<file path="src/rtl/mlaccel_qpi_pkg.sv">
// Shared definitions for the host-side QPI initiator: FSM state encoding,
// accelerator command opcodes and divider limits.
package mlaccel_qpi_pkg;

    typedef enum logic [2:0] {
        ST_IDLE = 3'd0,
        ST_GAP  = 3'd1,
        ST_LEAD = 3'd2,
        ST_LOW  = 3'd3,
        ST_HIGH = 3'd4,
        ST_WAIT = 3'd5,
        ST_TAIL = 3'd6
    } qpi_state_e;

    localparam logic [7:0] CMD_STATUS    = 8'h20;
    localparam logic [7:0] CMD_CONFIG    = 8'h21;
    localparam logic [7:0] CMD_WR_DATA   = 8'h22;
    localparam logic [7:0] CMD_RD_DATA   = 8'h23;
    localparam logic [7:0] CMD_WR_WEIGHT = 8'h24;
    localparam logic [7:0] CMD_START     = 8'h25;
    localparam logic [7:0] CMD_STOP      = 8'h26;

    localparam int CLKDIV_MIN = 4;

endpackage

</file>
<file path="src/rtl/mlaccel_qpi_master_divcnt.sv">
// Loadable 8-bit down-counter with a terminal-count flag; sticks at zero
// instead of wrapping so a late reload can never be missed.
module mlaccel_qpi_divcnt (
    input  logic       clock,
    input  logic       resetn,
    input  logic       i_load,
    input  logic [7:0] i_load_val,
    output logic       o_tc
);

    logic [7:0] r_cnt;

    always_ff @(posedge clock or negedge resetn) begin
        if (!resetn) begin
            r_cnt <= 8'd0;
        end else if (i_load) begin
            r_cnt <= i_load_val;
        end else if (r_cnt != 8'd0) begin
            r_cnt <= r_cnt - 8'd1;
        end
    end

    assign o_tc = (r_cnt == 8'd0);

endmodule

</file>
<file path="src/rtl/mlaccel_qpi_master.sv">
// Host-side QPI initiator: turns a byte request stream into CSB/CLK/IO pin
// activity and returns read bytes. Every pin is a flop loaded from next state.
module mlaccel_qpi_master
    import mlaccel_qpi_pkg::*;
#(
    parameter int CLKDIV  = 4,
    parameter int CSB_GAP = 8
) (
    input  logic       clock,
    input  logic       resetn,
    input  logic       xfer_valid,
    output logic       xfer_ready,
    input  logic       xfer_start,
    input  logic       xfer_last,
    input  logic       xfer_dir,
    input  logic [7:0] xfer_data,
    output logic       rd_valid,
    output logic [7:0] rd_data,
    output logic       busy,
    output logic       qpi_csb_do,
    output logic       qpi_clk_do,
    output logic [3:0] qpi_io_do,
    output logic [3:0] qpi_io_oe,
    input  logic [3:0] qpi_io_di
);

    localparam int         DIV_EFF = (CLKDIV < CLKDIV_MIN) ? CLKDIV_MIN : CLKDIV;
    localparam logic [7:0] DIV_M1  = 8'(DIV_EFF - 1);
    localparam logic [7:0] GAP_M1  = 8'(CSB_GAP - 1);

    qpi_state_e r_state, w_next;
    logic       w_tc, w_accept, w_start_eff, w_dir, w_load;
    logic [7:0] w_byte, w_load_val;

    logic       r_ready, r_busy, r_csb, r_clk, r_oe;
    logic [3:0] r_do;
    logic [7:0] r_data, r_rx, r_rd_data;
    logic       r_dir, r_last, r_pend, r_rd_seen, r_rd_pend, r_rd_valid;

    // Handshake: a byte moves when xfer_valid && xfer_ready on a rising clock.
    assign w_accept = xfer_valid && r_ready;
    assign w_dir    = w_accept ? xfer_dir : r_dir;
    assign w_byte   = w_accept ? xfer_data : r_data;
    // Once the slave has driven IO in this frame, a write must reopen the frame.
    assign w_start_eff = xfer_start || (r_rd_seen && !xfer_dir);

    always_comb begin
        w_next = r_state;
        case (r_state)
            ST_IDLE: if (w_accept) w_next = ST_GAP;
            ST_GAP:  if (w_tc) w_next = r_pend ? ST_LEAD : ST_IDLE;
            ST_LEAD: if (w_tc) w_next = ST_LOW;
            ST_LOW:  if (w_tc) w_next = ST_HIGH;
            ST_HIGH: if (w_tc) w_next = r_last ? ST_TAIL : ST_WAIT;
            ST_WAIT: if (w_accept) w_next = w_start_eff ? ST_GAP : ST_LOW;
            ST_TAIL: if (w_tc) w_next = ST_GAP;
            default: w_next = ST_IDLE;
        endcase
    end

    assign w_load     = (w_next != r_state);
    assign w_load_val = (w_next == ST_GAP) ? GAP_M1 : DIV_M1;

    mlaccel_qpi_divcnt u_divcnt (
        .clock      (clock),
        .resetn     (resetn),
        .i_load     (w_load),
        .i_load_val (w_load_val),
        .o_tc       (w_tc)
    );

    always_ff @(posedge clock or negedge resetn) begin
        if (!resetn) begin
            r_state    <= ST_IDLE;
            r_ready    <= 1'b0;
            r_busy     <= 1'b0;
            r_csb      <= 1'b1;
            r_clk      <= 1'b0;
            r_oe       <= 1'b0;
            r_do       <= 4'h0;
            r_data     <= 8'h00;
            r_dir      <= 1'b0;
            r_last     <= 1'b0;
            r_pend     <= 1'b0;
            r_rd_seen  <= 1'b0;
            r_rx       <= 8'h00;
            r_rd_pend  <= 1'b0;
            r_rd_valid <= 1'b0;
            r_rd_data  <= 8'h00;
        end else begin
            r_state <= w_next;
            r_ready <= (w_next == ST_IDLE) || (w_next == ST_WAIT);
            r_busy  <= (w_next != ST_IDLE);
            r_csb   <= (w_next == ST_IDLE) || (w_next == ST_GAP);
            r_clk   <= (w_next == ST_HIGH);

            if (w_accept) begin
                r_data <= xfer_data;
                r_dir  <= xfer_dir;
                r_last <= xfer_last;
                r_pend <= 1'b1;
            end
            if (w_load && (w_next == ST_LOW)) begin
                r_pend <= 1'b0;
                r_oe   <= !w_dir;
                r_do   <= w_dir ? 4'h0 : w_byte[7:4];
                if (w_dir) r_rd_seen <= 1'b1;
            end
            if (w_load && (w_next == ST_HIGH)) begin
                r_do <= r_dir ? 4'h0 : r_data[3:0];
            end
            if ((w_next == ST_GAP) || (w_next == ST_IDLE)) begin
                r_oe      <= 1'b0;
                r_do      <= 4'h0;
                r_rd_seen <= 1'b0;
            end

            // Nibbles are captured on the last cycle of each half, just before the CLK edge.
            if ((r_state == ST_LOW) && w_tc && r_dir) r_rx[7:4] <= qpi_io_di;
            if ((r_state == ST_HIGH) && w_tc && r_dir) r_rx[3:0] <= qpi_io_di;
            r_rd_pend  <= (r_state == ST_HIGH) && w_tc && r_dir;
            r_rd_valid <= r_rd_pend;
            if (r_rd_pend) r_rd_data <= r_rx;
        end
    end

    assign xfer_ready = r_ready;
    assign busy       = r_busy;
    assign rd_valid   = r_rd_valid;
    assign rd_data    = r_rd_data;
    assign qpi_csb_do = r_csb;
    assign qpi_clk_do = r_clk;
    assign qpi_io_do  = r_do;
    assign qpi_io_oe  = {4{r_oe}};

endmodule

</file>
<file path="config.mk">
export PLATFORM = sky130hd
export DESIGN_NAME = mlaccel_qpi_master
export DESIGN_NICKNAME = d
export VERILOG_FILES = /design/src/rtl/mlaccel_qpi_pkg.sv /design/src/rtl/mlaccel_qpi_master_divcnt.sv /design/src/rtl/mlaccel_qpi_master.sv
export SDC_FILE = /design/constraint.sdc
export NUM_CORES = 1
export LEC_CHECK = 0
export ABC_CLOCK_PERIOD_IN_PS = 3360
export BUFFER_PORTS_ARGS = -buffer_cell sky130_fd_sc_hd__buf_4
export CORE_MARGIN = 8
export CORE_UTILIZATION = 56
export DETAILED_ROUTE_END_ITERATION = 12
export PLACE_DENSITY = 0.77
export SYNTH_ARGS = -nofsm -noshare
export SYNTH_HDL_FRONTEND = slang
export SYNTH_HIERARCHICAL = 1
export SYNTH_SLANG_ARGS = --single-unit
</file>
<file path="constraint.sdc">
create_clock -name clock -period 3.36 [get_ports clock]
set_clock_uncertainty 0.2 [all_clocks]
set_input_delay 0.504 -clock clock [delete_from_list [all_inputs] [get_ports clock]]
set_output_delay 0.504 -clock clock [all_outputs]
set_load 0.01 [all_outputs]
</file>
==> key figures <==
Run status
  • Status: finished clean

Timing
  • Post-route clock period utilization: 88.87%
  • Final critical-path required period: 2.986 ns
  • Worst slew margin: 59.72%
  • Hold violation count in the final report: 0
  • RSZ-0062 raised after global routing: false
  • Worst Tran Pin Value: 0.5987 ns
  • Final Setup Violations: 0
  • Worst hold margin: 0.007633 ns
  • Max-slew violations: 0
  • F_max: 334.9 MHz
  • Final setup TNS: 0 ns

Critical path
  • Critical path type: reg2reg
  • Worst EP required: 3.37 ns
  • Arrival time worst endpoint: 2.99 ns
  • Crit-path max FO: 7
  • Worst Setup End Kind: flop
  • Worst setup SP type: flop
  • R2R setup slack: 0.37 ns

Route
  • First-pass DRT Iterations: 4
  • Via density: 5.721
  • ANT nets after route: 0
  • Final WL: 4769 um
  • Routed vias: 1785
  • Average wire per standard cell: 15.29 um
  • # DRC: 0
  • Initial DRC count: 93

Die
  • Die H: 82.04 um
  • I/O pin total: 39
  • CORE AREA: 4264 um2
  • Core Rows: 24
  • Die span in x: 82.04 um
  • Die area: 6731 um2
  • Initial Utilization: 57.28%

Yosys
  • Register area share after synthesis: 51.28%
  • Unique cell type count in the Yosys netlist: 53
  • Gate Count Post-Synth: 217
  • EDFF count, synth: 0
  • Post-Syn Area per Cell: 11.26 um2
  • Top_reg_cell synth: dfrtp_1
  • #FFs+latches synth: 50
  • Syn. warnings: 6
  • Ys async rst share: 100.0%
  • Mapped Area: 2442 um2

Placement
  • Dpl cells: 303
  • Routability cong.: 0.8370
  • # port buffers: 38
  • Final HPWL from detailed placement: 3479 um
  • Post-DP Area: 2735 um2

Cells and area
  • Nets@finish: 278
  • Cell area after layout: 2867 um2
  • Non-Filler Instances: 312
  • Area delta synth->final: 17.37%
  • Antenna Cells: 0
  • Layout cells sized above 1: 32.69%

CTS
  • CTS tree: done
  • CTS Buffer Depth: 2
  • Reg clk slew, reported paths: 0.09 ns
  • CTS Sinks: 50
  • Cts-stage hold buffer count: 0
  • Root buffer cell: clkbuf_8
  • Depth of the CTS H-tree: 2
  • Worst-skew pair later-pin latency: 0.31 ns
  • CTS Buf Count: 5

Power and ir drop
  • Sw Ratio: 35.11%
  • Power Density: 719.6 nW/um2
  • Gate power share: 34.4%
  • Leak pwr: 0.001359 uW
  • Seq pwr share: 44.6%
  • Maximum vdd ir drop: 0.0004222 V
  • Clock Power Share: 21.0%
  • Sw Pwr: 724.2 uW
  • Int Pwr: 1339 uW

Worst hold path
  • Hold crit path type: in2async

Global route
  • Vias in the first global route: 1725
  • GR Overflow Total: 0
  • Largest net degree at the start of global routing: 51
  • Initial antenna violation count: 0
  • First-pass GRT wire length: 7866 um
  • Total GRT Usage: 14.99%

Flow run
  • Max-cap violations: 0
## power by group through the flow
stage	Sequential [uW]	Combinational, uW	Clock (uW)
5_1_grt	943	793	472
3_5_place_dp	930	690	0
3_3_place_gp	922	678	0
6_report	921	709	433
2_1_floorplan	875	563	0
4_1_cts	917	694	449
## final timing paths
path	start	endpoint	cells past startpoint
min in group clock	qpi_io_di[2]	r_rx[2]	3
max in group asynchronous	resetn	r_pend	1
setup / recovery	u_divcnt/r_cnt[0]	u_divcnt/r_cnt[1]	11
hold reg to reg	r_rx[0]	r_rx[0]	2
hold / removal	resetn	qpi_clk_do	1
setup reg to reg	u_divcnt/r_cnt[0]	u_divcnt/r_cnt[1]	11
## cell families after synthesis
family	share of synthesized area (%)
compound gates	13.27
xor+xnor	0.7173
fa+ha+maj	0.5122
buf+inv	5.430
flops	51.28
mux	12.19
other cells	0.3075
simple gates	16.29
## timing repair
item,4_1_cts,5_1_grt
setup buffers,0,1
resized for setup,0,3
endpoints found under the setup margin,0,10
## cell usage in the layout (no fill, tap or decap), types with 2 or more instances in the layout
| cell | count |
|---|---|
| inv_1 | 6 |
| or3b_1 | 2 |
| mux2_2 | 18 |
| dfrtp_1 | 49 |
| a21oi_1 | 6 |
| nor3_1 | 4 |
| o31ai_1 | 3 |
| and3b_2 | 2 |
| clkbuf_8 | 5 |
| o2bb2ai_1 | 5 |
| a31oi_1 | 6 |
| nor2_1 | 12 |
| or4_1 | 2 |
| or3_1 | 2 |
| mux2i_1 | 8 |
| buf_4 | 43 |
| nand3_1 | 3 |
| nor4_1 | 2 |
| a31o_2 | 4 |
| nor2b_1 | 3 |
| nand2_1 | 20 |
| nand4_1 | 4 |
| nor3b_1 | 5 |
| o21ai_0 | 6 |
| a21boi_0 | 5 |
| conb_1 | 7 |
## sequential cells by signal (all words and copies together), names as in the netlist, 3 cells and up
| register | cells |
|---|---|
| r_state | 3 |
| u_divcnt/r_cnt | 8 |
| rd_data | 8 |
| qpi_io_do | 4 |
| r_data | 8 |
| r_rx | 8 |
## per-stage QoR
stage / setup slack [ns] / power [uW] / utilization [%]
after floorplan: 0.2881 / 1439 / -
after global placement: 0.2893 / 1600 / 64.14
after detailed placement: 0.1354 / 1620 / 64.14
after CTS: 0.1179 / 2060 / 66.87
after global routing: 0.08799 / 2207 / 67.22
final: 0.3741 / 2063 / 67.22
## synth_stat cells (all sizes together), types with 2 or more instances
master | number | share of area [%]
nor3b | 5 | 1.5
or3b | 2 | 0.72
or4 | 3 | 1.1
clkbuf | 3 | 0.92
nor2 | 14 | 2.3
nand4 | 4 | 1.0
mux2i | 8 | 3.3
conb | 2 | 0.31
nand2 | 20 | 3.1
o2bb2ai | 5 | 1.8
a31oi | 6 | 1.5
nor3 | 4 | 0.82
nand3 | 4 | 1.3
nor4 | 2 | 0.51
or3 | 2 | 0.51
dfrtp | 49 | 50
nor2b | 3 | 0.77
mux2 | 19 | 8.9
inv | 7 | 1.1
a21oi | 6 | 1.2
and3b | 2 | 0.82
a21boi | 5 | 1.5
buf | 9 | 3.1
a31o | 4 | 1.4
o31ai | 3 | 0.92
o21ai | 8 | 1.8
## routing by layer
layer,GRT usage (%),wire length (um)
met1,18.51,2214
met2,24.55,2247
met3,4.376,268
met4,5.088,40
met5,0,0
## critical path, cell delays in order (launching register included)
cell      delay (ns)
dfrtp_1         0.42
inv_1           0.09
ha_1            0.21
or3b_1          0.50
nor2_4          0.22
nor2_1          0.08
o21ai_1         0.30
nand3_4         0.10
o21ai_0         0.14
o211ai_1        0.17
buf_4           0.20
o31ai_1         0.25
## layout make-up
type	count	area (um2)
inverters	7	26.28
clock inverters	3	47.55
clock buffers	5	68.82
fillers	346	1398
repair buffers	43	322.8
well taps	52	65.06
multi-input cells	152	1084
flip-flops and latches	50	1252
(Power assumes the default switching activity.)
